--- config.mk ---
export PLATFORM = sky130hd
export DESIGN_NAME = lsu_mem_access
export DESIGN_NICKNAME = d
export VERILOG_FILES = /design/src/rtl/lsu_mem_access.sv
export SDC_FILE = /design/constraint.sdc
export NUM_CORES = 1
export LEC_CHECK = 0
export BUFFER_PORTS_ARGS = -buffer_cell sky130_fd_sc_hd__buf_2
export CORE_AREA = 8 8 121 123
export CTS_CLUSTER_DIAMETER = 50
export CTS_CLUSTER_SIZE = 12
export DETAILED_ROUTE_END_ITERATION = 8
export DIE_AREA = 0 0 129 131
export HOLD_SLACK_MARGIN = 0.12
export PLACE_DENSITY_LB_ADDON = 0.05
export SLEW_MARGIN = 5
export SYNTH_ARGS = -nofsm -noshare
export SYNTH_HDL_FRONTEND = slang
export SYNTH_SLANG_ARGS = --single-unit
--- constraint.sdc ---
create_clock -name clk -period 2.3 [get_ports clk]
set_clock_uncertainty 0.1 [all_clocks]
set_input_delay 0 -clock clk [delete_from_list [all_inputs] [get_ports clk]]
set_output_delay 0 -clock clk [all_outputs]
set_load 0.02 [all_outputs]
--- src/rtl/lsu_mem_access.sv ---
// Memory-stage load/store unit: one sized access per request over a
// 32-bit req/ack word bus, with alignment checks and a bus timeout.
module lsu_mem_access #(
    parameter int unsigned TIMEOUT = 16
) (
    input  logic        clk,
    input  logic        rst_n,
    input  logic        start,
    input  logic [2:0]  mem_code,
    input  logic        is_store,
    input  logic [31:0] addr,
    input  logic [31:0] wdata,
    output logic        stall,
    output logic        done,
    output logic [31:0] rdata,
    output logic        err,
    output logic        misaligned,
    output logic        dmem_req,
    output logic        dmem_we,
    output logic [31:0] dmem_addr,
    output logic [3:0]  dmem_be,
    output logic [31:0] dmem_wdata,
    input  logic [31:0] dmem_rdata,
    input  logic        dmem_ack
);

    typedef enum logic [1:0] {S_IDLE, S_WAIT, S_DONE} state_t;

    localparam logic [7:0] TO_LAST = 8'(TIMEOUT - 1);

    state_t      state_q;
    logic [2:0]  code_q;
    logic        store_q;
    logic [31:0] addr_q;
    logic [31:0] wdata_q;
    logic [31:0] rdata_q;
    logic [7:0]  cnt_q;
    logic        err_q;
    logic        mis_q;

    logic        req_v;
    logic        legal;
    logic        misal;
    logic        wait_s;
    logic [3:0]  be;
    logic [31:0] lane_wdata;
    logic [31:0] shifted;
    logic [31:0] load_ext;

    assign req_v  = start & (mem_code != 3'b000);
    assign wait_s = (state_q == S_WAIT);

    always_comb begin
        legal = 1'b0;
        misal = 1'b0;
        case (mem_code)
            3'b001, 3'b101: legal = 1'b1;
            3'b010, 3'b110: begin
                legal = 1'b1;
                misal = addr[0];
            end
            3'b011: begin
                legal = 1'b1;
                misal = |addr[1:0];
            end
            default: ;
        endcase
    end

    // Size is carried by the low two code bits; bit 2 only selects zero-extension.
    always_comb begin
        be         = 4'b0000;
        lane_wdata = wdata_q;
        case (code_q[1:0])
            2'b01: begin
                be         = 4'b0001 << addr_q[1:0];
                lane_wdata = {4{wdata_q[7:0]}};
            end
            2'b10: begin
                be         = 4'b0011 << {addr_q[1], 1'b0};
                lane_wdata = {2{wdata_q[15:0]}};
            end
            2'b11: be = 4'b1111;
            default: ;
        endcase
    end

    assign shifted = dmem_rdata >> {addr_q[1:0], 3'b000};

    always_comb begin
        load_ext = shifted;
        case (code_q)
            3'b001: load_ext = {{24{shifted[7]}}, shifted[7:0]};
            3'b010: load_ext = {{16{shifted[15]}}, shifted[15:0]};
            3'b101: load_ext = {24'd0, shifted[7:0]};
            3'b110: load_ext = {16'd0, shifted[15:0]};
            default: ;
        endcase
    end

    always_ff @(posedge clk or negedge rst_n) begin
        if (!rst_n) begin
            state_q <= S_IDLE;
            code_q  <= 3'b000;
            store_q <= 1'b0;
            addr_q  <= '0;
            wdata_q <= '0;
            rdata_q <= '0;
            cnt_q   <= '0;
            err_q   <= 1'b0;
            mis_q   <= 1'b0;
        end else begin
            unique case (state_q)
                S_IDLE: begin
                    if (req_v) begin
                        code_q  <= mem_code;
                        store_q <= is_store;
                        addr_q  <= addr;
                        wdata_q <= wdata;
                        if (!legal || misal) begin
                            state_q <= S_DONE;
                            rdata_q <= '0;
                            err_q   <= 1'b1;
                            mis_q   <= legal & misal;
                        end else begin
                            state_q <= S_WAIT;
                            cnt_q   <= '0;
                        end
                    end
                end
                S_WAIT: begin
                    if (dmem_ack) begin
                        state_q <= S_DONE;
                        rdata_q <= store_q ? 32'd0 : load_ext;
                        err_q   <= 1'b0;
                        mis_q   <= 1'b0;
                    end else if (cnt_q == TO_LAST) begin
                        state_q <= S_DONE;
                        rdata_q <= '0;
                        err_q   <= 1'b1;
                        mis_q   <= 1'b0;
                    end else begin
                        cnt_q <= cnt_q + 8'd1;
                    end
                end
                S_DONE: state_q <= S_IDLE;
                default: state_q <= S_IDLE;
            endcase
        end
    end

    assign stall      = ((state_q == S_IDLE) & req_v) | wait_s;
    assign done       = (state_q == S_DONE);
    assign rdata      = rdata_q;
    assign err        = err_q;
    assign misaligned = mis_q;
    assign dmem_req   = wait_s;
    assign dmem_we    = wait_s & store_q;
    assign dmem_addr  = wait_s ? {addr_q[31:2], 2'b00} : 32'd0;
    assign dmem_be    = wait_s ? be : 4'b0000;
    assign dmem_wdata = (wait_s & store_q) ? lane_wdata : 32'd0;

endmodule

==> impl_metrics.tcl <==
set metrics [dict create \
    criticalPathCategory "register to register" \
    htreeDepth 3 \
    design.core.area_mm2 0.01287 \
    setup_ws_ns 0.1576 \
    finalSetupViolCount 0 \
    met2_length_mm 9.187 \
    syn_area_mm2 0.005836 \
    grt_max_degree 42 \
    dominantRegCellSynth "dfrtp_1" \
    fin_tns_setup_ns 0 \
    p_per_area_mw_per_mm2 1253 \
    start_util_pct 45.33 \
    required_ns 2.44 \
    layout_common_cells "buf_2 (206), dfrtp_1 (111), dlygate4sd3_1 (108)" \
    post-route-min-period_ns 2.142 \
    cts_max_path_buffers 2 \
    overflow 0 \
    area_growth_pct 45.84 \
    cts_tree "yes" \
    fillers 1038 \
    arrival_ns 2.28 \
    drt-met1-wl_mm 7.864 \
    peakVddDrop_mv 0.6488 \
    hold_viol 0 \
    yosys.area.top_type_share_pct 48.03 \
    routed_wl_mm 18.84 \
    clk_latency_ns 0.35 \
    grt_antenna_before_repair 0 \
    die_w_um 129 \
    drc 0 \
    max_freq_mhz 466.8 \
    ys_warn_count 0 \
    grt_use_total_pct 22.47 \
    cts.clk_slew.worst_paths_ns 0.07 \
    ant_nets 0 \
    io_buffers 207 \
    final_common_cell "buf_2" \
    synth.distinct_cells 46 \
    drtPass1Iterations 5 \
    cts_inserted_buffers 9 \
    cts_root_buf "clkbuf_16" \
    synthCells 519 \
    netlist_top_cells_area "dfrtp_1 (48%), mux2_1 (13%), mux2i_1 (3.8%)" \
    clock-sinks 112 \
    yosys.area.top_type "dfrtp_1" \
    ys_ff_latch 112 \
    cp_max_fo 13 \
    fin_crit_sh_pct 93.15 \
    tightest_slew_ns 1.153 \
    dieArea_mm2 0.01690 \
    gp_congestion 0.8185 \
    grt_setup_unrepaired "no" \
    fp.dieH_um 131 \
    slew_headroom_pct 22.85 \
    hpwlAfterDp_mm 12.83 \
    nNetsFinal 930 \
    routedWlPerCell_um 18.81 \
    slew_violations 0 \
    rows 42 \
    start_kind "register" \
    ys_seq_area_share_pct 48.03 \
    antenna_cells 0 \
    ios 210 \
    maxCapViolCount 0 \
    drt_iter0_markers 273 \
    synth_edf_count 0 \
    async_reset_ff_share_pct 100.0 \
    dr.max_layer_used "met4" \
    via_count 5378 \
    viasPerCell 5.367 \
    post-place-ws_ns 0.1317 \
    drive_above_1_share_pct 30.75 \
    power.leakage_uw 0.004159 \
    end_kind "register" \
    avgSynthCellArea_um2 11.24 \
    grt_pass1_wl_mm 29.77 \
    post_cts_buffers 0 \
    status "finished clean" \
    grt_pass1_vias 5751 \
    routed-wl-met3_mm 1.243 \
    hold_path_class "input port to async pin" \
]
critical path: stages, from the launching register on:
cell and delay [ns]:
dfrtp_2 0.52, buf_4 0.27, mux2i_1 0.22, o2bb2ai_1 0.08, dlygate4sd3_1 0.56, a22oi_1 0.19, o2bb2ai_1 0.08
flip-flops by register name, summed over array words and instances (netlist names):
register and flops:
rdata 32, wdata_q 32, store_q 1, state_q 2, err 1, cnt_q 8
addr_q 32, misaligned 1, code_q 3
final timing paths:
kind	startpoint	endpoint	slack, ns	cells after the start
worst max-delay path	addr_q[0]	rdata[9]	0.16	6
worst min-delay path	rst_n	wdata_q[2]	0.14	3
worst max register to register	addr_q[0]	rdata[9]	0.16	6
worst min register to register	rdata[13]	rdata[13]	0.38	1
max in group asynchronous	rst_n	addr_q[10]	0.49	3
min in group clk	start	code_q[2]	0.18	4
cell usage after synthesis (3+ instances only):
master	count
a22o_1	8
mux2i_1	22
a211o_1	8
buf_1	3
nor2_1	25
o2bb2ai_1	16
a32o_1	15
a22oi_1	24
inv_1	9
o21bai_1	7
nand3b_1	3
inv_2	3
ha_1	5
o21ai_1	3
o21a_1	19
o21ai_0	14
buf_4	3
nand2_1	13
a21oi_1	24
mux2_1	69
buf_2	13
nor2b_1	11
dfrtp_1	112
and3_1	10
and2_1	31
clkbuf_1	22
where the power goes:
part | total [µW] | switching [µW] | internal, µW
Sequential | 3550 | 692 | 2860
Combinational | 5510 | 3230 | 2290
Clock | 1600 | 722 | 879
routing by layer:
metal	track usage (%)	vias to the layer above
li1	-	2506
met3	5.641	44
met1	27.16	2632
met5	0	-
met4	9.813	0
met2	37.38	196
logic make-up after synthesis:
logic type / after synthesis / synth area share, %
other cells: 1 / 0.06426
compound gates: 150 / 19.17
flops: 112 / 48.03
fa+ha+maj: 5 / 1.072
simple gates: 102 / 9.348
mux: 94 / 18.05
buf+inv: 55 / 4.267
final cells by class:
| type | count | area, µm² | share of cell area [%] |
|---|---|---|---|
| clock buffer | 12 | 246.5 | 2.896 |
| clock inverter | 4 | 53.80 | 0.6322 |
| inverter | 12 | 45.04 | 0.5293 |
| multi-input combinational | 353 | 2816 | 33.09 |
| sequential | 112 | 2804 | 32.95 |
| tap | 176 | 220.2 | 2.587 |
| timing repair buffer | 333 | 2325 | 27.32 |
timing repair:
action | CTS | global route
gates resized for setup | 3 | 6
setup endpoints to repair | 24 | 31
hold endpoints to repair | 213 | 0
hold buffers | 108 | 0
stage by stage:
stage | instance area, µm² | std cells | hold WS (ns) | total power [µW] | utilization, %
after floorplan | 5839 | 520 | -0.3956 | 7084 | -
after global placement | 7099 | 878 | -0.07049 | 8679 | 55.14
after detailed placement | 7099 | 878 | -0.06651 | 8793 | 55.14
after CTS | 8491 | 1002 | 0.1419 | 10690 | 65.95
after global routing | 8511 | 1002 | 0.1700 | 11410 | 66.10
final | 8511 | 1002 | 0.1435 | 10670 | 66.10
Power figures use the tool's default switching activity.
